--- src/rtl/lsu_mem_resp.sv ---
// lsu_mem_resp: load/store unit back end.
// Takes one MEM-group request per cycle from dispatch and drives it onto the
// 64-bit data-memory bus with a valid/ready handshake. Loads are tracked in
// issue order, and each read response is turned into a 32-bit write-back.
//
// state | meaning
// IDLE  | request register empty, bus_req_valid_o low
// HOLD  | request register full, presented on the bus until bus_req_ready_i
//
// Ports:
//   clk, rst_n                   clock, async active-low reset
//   req_mem_i .. misaligned_i    dispatch request (op flags, address, mask, data, rd)
//   req_ready_o                  unit can accept a request this cycle
//   bus_req_* / bus_addr_o ..    data-memory request channel
//   bus_rsp_valid_i/rdata_i      in-order read responses
//   wb_valid_o/rd_addr_o/data_o  registered load write-back
//   ld_busy_o                    loads outstanding
//   rsp_err_o                    sticky: response with nothing outstanding
module lsu_mem_resp #(
  parameter int LD_DEPTH = 2,
  parameter int REG_AW   = 5
) (
  input  logic              clk,
  input  logic              rst_n,
  input  logic              req_mem_i,
  input  logic              mem_op_load_i,
  input  logic              mem_op_store_i,
  input  logic              mem_op_lb_i,
  input  logic              mem_op_lh_i,
  input  logic              mem_op_lw_i,
  input  logic              mem_op_lbu_i,
  input  logic              mem_op_lhu_i,
  input  logic [31:0]       mem_addr_i,
  input  logic [7:0]        mem_wmask_i,
  input  logic [63:0]       mem_wdata_i,
  input  logic [REG_AW-1:0] rd_addr_i,
  input  logic              misaligned_i,
  output logic              req_ready_o,
  output logic              bus_req_valid_o,
  input  logic              bus_req_ready_i,
  output logic [31:0]       bus_addr_o,
  output logic              bus_we_o,
  output logic [7:0]        bus_wmask_o,
  output logic [63:0]       bus_wdata_o,
  input  logic              bus_rsp_valid_i,
  input  logic [63:0]       bus_rsp_rdata_i,
  output logic              wb_valid_o,
  output logic [REG_AW-1:0] wb_rd_addr_o,
  output logic [31:0]       wb_data_o,
  output logic              ld_busy_o,
  output logic              rsp_err_o
);

  localparam int PW = $clog2(LD_DEPTH);
  localparam int CW = PW + 1;

  typedef enum logic {IDLE, HOLD} state_t;

  state_t        state;
  logic [CW-1:0] ld_cnt;
  logic [PW-1:0] wr_ptr, rd_ptr;
  logic          accept, push, pop;
  logic          ld_full;

  // Load type is stored as {sign_extend, word, half}; byte when word=half=0.
  // LBU is therefore implied by the absence of the other flags.
  logic [2:0] ld_type;
  logic       ld_type_unused;
  assign ld_type        = {mem_op_lb_i | mem_op_lh_i, mem_op_lw_i, mem_op_lh_i | mem_op_lhu_i};
  assign ld_type_unused = mem_op_lbu_i;

  logic [REG_AW-1:0] fifo_rd   [LD_DEPTH];
  logic [2:0]        fifo_off  [LD_DEPTH];
  logic [2:0]        fifo_type [LD_DEPTH];

  assign ld_full     = (ld_cnt == CW'(LD_DEPTH));
  // rst_n gates the only combinational output so every output reads 0 in reset.
  assign req_ready_o = rst_n & ((state == IDLE) | bus_req_ready_i) & !(mem_op_load_i & ld_full);
  assign accept      = req_mem_i & req_ready_o & !misaligned_i;
  assign push        = accept & mem_op_load_i;
  assign pop         = bus_rsp_valid_i & (ld_cnt != '0);
  assign ld_busy_o   = (ld_cnt != '0);

  always_ff @(posedge clk or negedge rst_n) begin
    if (!rst_n) begin
      state           <= IDLE;
      bus_req_valid_o <= 1'b0;
      bus_addr_o      <= '0;
      bus_we_o        <= 1'b0;
      bus_wmask_o     <= '0;
      bus_wdata_o     <= '0;
    end else begin
      if (accept) begin
        state           <= HOLD;
        bus_req_valid_o <= 1'b1;
        bus_addr_o      <= {mem_addr_i[31:3], 3'b000};
        bus_we_o        <= mem_op_store_i;
        bus_wmask_o     <= mem_op_store_i ? mem_wmask_i : 8'h00;
        bus_wdata_o     <= mem_op_store_i ? mem_wdata_i : 64'h0;
      end else if (state == HOLD && bus_req_ready_i) begin
        state           <= IDLE;
        bus_req_valid_o <= 1'b0;
      end
    end
  end

  // Tracker storage needs no reset: ld_cnt qualifies every read.
  always_ff @(posedge clk) begin
    if (push) begin
      fifo_rd[wr_ptr]   <= rd_addr_i;
      fifo_off[wr_ptr]  <= mem_addr_i[2:0];
      fifo_type[wr_ptr] <= ld_type;
    end
  end

  always_ff @(posedge clk or negedge rst_n) begin
    if (!rst_n) begin
      wr_ptr    <= '0;
      rd_ptr    <= '0;
      ld_cnt    <= '0;
      rsp_err_o <= 1'b0;
    end else begin
      if (push) wr_ptr <= wr_ptr + 1'b1;
      if (pop)  rd_ptr <= rd_ptr + 1'b1;
      case ({push, pop})
        2'b10:   ld_cnt <= ld_cnt + 1'b1;
        2'b01:   ld_cnt <= ld_cnt - 1'b1;
        default: ld_cnt <= ld_cnt;
      endcase
      if (bus_rsp_valid_i && ld_cnt == '0) rsp_err_o <= 1'b1;
    end
  end

  logic [2:0]  head_off, head_type;
  logic [63:0] sh_b, sh_h;
  logic [7:0]  byte_v;
  logic [15:0] half_v;
  logic [31:0] word_v, ext_data;

  assign head_off  = fifo_off[rd_ptr];
  assign head_type = fifo_type[rd_ptr];
  assign sh_b      = bus_rsp_rdata_i >> {head_off, 3'b000};
  assign sh_h      = bus_rsp_rdata_i >> {head_off[2:1], 4'b0000};
  assign byte_v    = sh_b[7:0];
  assign half_v    = sh_h[15:0];
  assign word_v    = head_off[2] ? bus_rsp_rdata_i[63:32] : bus_rsp_rdata_i[31:0];

  always_comb begin
    ext_data = word_v;
    case (head_type[1:0])
      2'b00:   ext_data = {{24{head_type[2] & byte_v[7]}}, byte_v};
      2'b01:   ext_data = {{16{head_type[2] & half_v[15]}}, half_v};
      default: ext_data = word_v;
    endcase
  end

  always_ff @(posedge clk or negedge rst_n) begin
    if (!rst_n) begin
      wb_valid_o   <= 1'b0;
      wb_rd_addr_o <= '0;
      wb_data_o    <= '0;
    end else begin
      wb_valid_o <= pop;
      if (pop) begin
        wb_rd_addr_o <= fifo_rd[rd_ptr];
        wb_data_o    <= ext_data;
      end
    end
  end

endmodule

--- config.mk ---
export PLATFORM = sky130hd
export DESIGN_NAME = lsu_mem_resp
export DESIGN_NICKNAME = d
export VERILOG_FILES = /design/src/rtl/lsu_mem_resp.sv
export SDC_FILE = /design/constraint.sdc
export NUM_CORES = 1
export LEC_CHECK = 0
export ABC_AREA = 1
export BUFFER_PORTS_ARGS = -buffer_cell sky130_fd_sc_hd__buf_2
export CAP_MARGIN = 20
export CORE_MARGIN = 2
export CORE_UTILIZATION = 49
export DETAILED_ROUTE_END_ITERATION = 12
export PLACE_DENSITY = 0.81
export REMOVE_ABC_BUFFERS = 1
export SETUP_SLACK_MARGIN = 0.5
export SLEW_MARGIN = 40
export SYNTH_ARGS = -nofsm -noshare
export SYNTH_HDL_FRONTEND = slang
export SYNTH_SLANG_ARGS = --single-unit
--- constraint.sdc ---
create_clock -name clk -period 2.5 [get_ports clk]
set_clock_uncertainty 0.05 [all_clocks]
set_input_delay 0.5 -clock clk [delete_from_list [all_inputs] [get_ports clk]]
set_output_delay 0.5 -clock clk [all_outputs]
set_load 0.005 [all_outputs]
==> run summary <==
The run gives 7,780 as the via count of the first global-routing pass. Across the run, the number of max-cap violations was 0. The congestion estimate from routability-driven global placement came to 0.8707. The library cells used most frequently in the layout, excluding fill and tap cells, are sky130_fd_sc_hd__nand2_1, sky130_fd_sc_hd__buf_2, sky130_fd_sc_hd__dfrtp_1, sky130_fd_sc_hd__nand3_1, sky130_fd_sc_hd__inv_1. Yosys mapped the design onto 32 distinct sky130hd cell types.

The final setup TNS is 0 ns. After Yosys synthesis, and, or, nand and nor cells account for 30.45% of the synthesized area. For this block, the initial DRC count from the detailed router was 412.

The first detailed-routing pass took 5 iterations. The library cell used most frequently in the layout, excluding fill and tap cells, is sky130_fd_sc_hd__nand2_1. The standby leakage power came out at 6.173 nW. For this run, the number of Yosys warnings is 0. The area growth from synthesis to final layout is 32.80%.

The synthesized netlist devotes 0.1523% of its cell area to adder and majority cells. The logs give 2 for the clock tree buffer depth and 0.43 ns for the source-to-sink clock delay at the later pin of the worst-skew pair. The number of flops mapped to enable cells by yosys was 22; the share of the cycle needed by the critical path after routing was 76.74%. IR analysis of the VDD net gives a maximum drop of 0.0004744 V. For the pin count of the biggest net entering global routing, the log shows 147.

Measured along the x axis, the die boundary spans 133.5 microns. Worst slack on hold paths: 0.007911 ns. Initial antenna violation count: 8. After synthesis, the largest family of logic cells by area is simple AND/OR/NAND/NOR gates.

Sequential cells were found to cover 52.52% of the synthesized design area. The tools report the core area as 0.01647 sq mm. For this run, the top clock speed supported by timing is 0.5212 GHz. Dominant synthesized flop cell: sky130_fd_sc_hd__dfrtp_1. The flow ran to the end, and the final reports show no timing, DRC or antenna violations. The routed layout has 8,040 vias. Global routing finished with a remaining overflow of 0. The kind of critical path is flip-flop to flip-flop.

Each instance of the synthesized netlist takes up on average 8.029 sq um. STA puts the critical path data required time at 2.76 ns. The clock-pin slew on the worst setup and hold paths came out at 0.07 ns.

The floorplan has 47 rows. Data arrives at the worst endpoint at 2.18 ns. The post-synthesis xor/xnor area fraction was 0.4265%. The count of pins over their slew limit is 0. Once the floorplan was initialized, standard cells occupied 49.89% of the core. For the number of hold violations in the final report, the log shows 0. Buffers inserted during clock tree synthesis total 17. The logs give 0 for the residual antenna-violating net count after detailed routing and 0.01782 sq mm for the area of the die. The post-synthesis register bit count was 168; the final critical-path required period was 1.919 ns. The tools report the buffer cell driving the clock tree root as sky130_fd_sc_hd__clkbuf_16.

For this run, design rule violations remaining after detail routing come to 0. The number of sinks handled by clock tree synthesis is 168, and the fraction of synthesized area in multiplexers is 0%. For the top-level port count, the log shows 333. The mapped netlist covers 0.008214 sq mm.

The vias per cell came out at 5.111. The startpoint type of the worst setup path is a flip-flop. The total power per unit cell area is 1025 mW/mm^2. The cell count of the worst reg-to-reg path was 10.

TritonCTS built the clock tree. By area the synthesized netlist is led by sky130_fd_sc_hd__dfrtp_1, sky130_fd_sc_hd__nand2_1, sky130_fd_sc_hd__edfxtp_1. From bottom edge to top edge, the die measures 133.5 microns. Routed length per placed instance: 16.24 microns. The logs give 38.25 mm for the global-route wire length before repair and 16.44 mm for the half-perimeter wire length after placement. The port buffer count works out to 328.

Setup violations remaining at the end of the flow were counted as 0. Summed over all instances, the cell type with the most area after synthesis is sky130_fd_sc_hd__dfrtp_1. After detailed routing, the total wire length is 25.55 mm.

The H-tree was split into 4 levels. Worst min-delay path class: primary input to asynchronous set/reset pin. After technology mapping, the gate count stands at 1,023. The filler cells instantiated in the layout total 1,383.

The run gives 27.37% as the global router's overall resource usage. The share of async-settable or async-resettable flops after synthesis was 86.90%. The compound-gate portion of the synthesized area is 7.616%, and the portion of synthesized cell area occupied by the leading cell type is 44.48%. After layout, the design draws a total of 11.19 mW. The count of nets after finishing is 1,523, and the share of post-route cells with drive strength above 1 is 33.83%. The worst setup path is captured at a flip-flop. Setup repair after global routing left no endpoint under its margin.

Peak fanout along the critical path: 56.
-- worst max-delay path, stage by stage (launching register included) --
cell and delay [ns]:
sky130_fd_sc_hd__dfrtp_1 0.39, sky130_fd_sc_hd__inv_1 0.08, sky130_fd_sc_hd__o21a_1 0.11, sky130_fd_sc_hd__nand2_1 0.10, sky130_fd_sc_hd__nor3_4 0.21, sky130_fd_sc_hd__buf_4 0.18, sky130_fd_sc_hd__clkbuf_16 0.21, sky130_fd_sc_hd__inv_2 0.08
sky130_fd_sc_hd__buf_12 0.19, sky130_fd_sc_hd__nand2_1 0.09, sky130_fd_sc_hd__nand2_1 0.06
-- area by class of cell --
class	count	area (sq um)	area share [%]
clock buffers	22	475.5	4.359
flip-flops and latches	168	4314	39.55
inverters	107	404.1	3.705
repair buffers	353	2001	18.34
diodes	5	12.51	0.1147
clock inverters	9	160.2	1.468
well taps	220	275.3	2.524
multi-input cells	689	3266	29.94
-- Yosys cell counts (all sizes together), types with 3 or more instances --
cell,n
buf,33
edfxtp,22
xor2,3
o211ai,16
clkbuf,29
a21oi,17
inv,107
dfrtp,146
nor2,52
a31oi,5
nand3,124
or2,26
nand2,369
o21ai,67
-- through the flow --
stage	utilization, %	cells	area (sq um)	setup slack, ns
2_1_floorplan	-	963	7901	-3.874
3_3_place_gp	60.80	1525	10010	0.3473
3_5_place_dp	60.80	1525	10010	0.3000
4_1_cts	64.92	1559	10690	0.4868
5_1_grt	66.25	1573	10910	0.4515
6_report	66.25	1573	10910	0.5815
-- final timing paths --
kind | startpoint | end | slack, ns
setup / recovery | state | bus_wdata_o[47] | 0.58
hold / removal | rst_n | wb_rd_addr_o[1] | 0.008
setup reg to reg | state | bus_wdata_o[47] | 0.58
hold reg to reg | bus_addr_o[22] | bus_addr_o[22] | 0.42
max in group asynchronous | rst_n | bus_addr_o[6] | 1.66
min in group clk | rd_addr_i[4] | fifo_rd[1][4] | 0.21
-- routing by layer --
layer,global-route usage (%),share of wire (%),vias up
met5,0,0.16,-
met4,14.66,3.8,6
met3,8.600,9.3,77
met2,45.79,49,379
met1,31.50,37,3741
li1,-,-,3837
-- flip-flops by register name, indices dropped and copies added, names as in the netlist --
signal        cells
wb_data_o        32
bus_wdata_o      64
wr_ptr            1
wb_valid_o        1
fifo_type         6
wb_rd_addr_o      5
fifo_off          6
bus_wmask_o       8
rsp_err_o         1
bus_we_o          1
state             1
bus_addr_o       29
fifo_rd          10
ld_cnt            2
rd_ptr            1
-- cells by family after synthesis --
group	after synthesis
and+or+nand+nor	573
buffers and inverters	169
DFF	168
AOI/OAI and AO/OA	107
xor gates and xnor gates	4
adders and majority gates	1
other	1
-- power breakdown --
part           switching, mW  total [mW]  internal, mW  leakage (nW)
combinational           2.55        4.34          1.79          3.84
clock                   1.09        2.85          1.77         0.311
sequential             0.427        4.00          3.57          2.02
total                   4.06        11.2          7.12          6.17
-- timing repair --
item                       in CTS  in global routing
setup endpoints to repair      31                135
buffers inserted                3                  4
gates cloned                    0                  4
hold buffers                    0                  0
pin swaps                       2                  3
resized for setup               5                 20
Power figures use the tool's default switching activity.
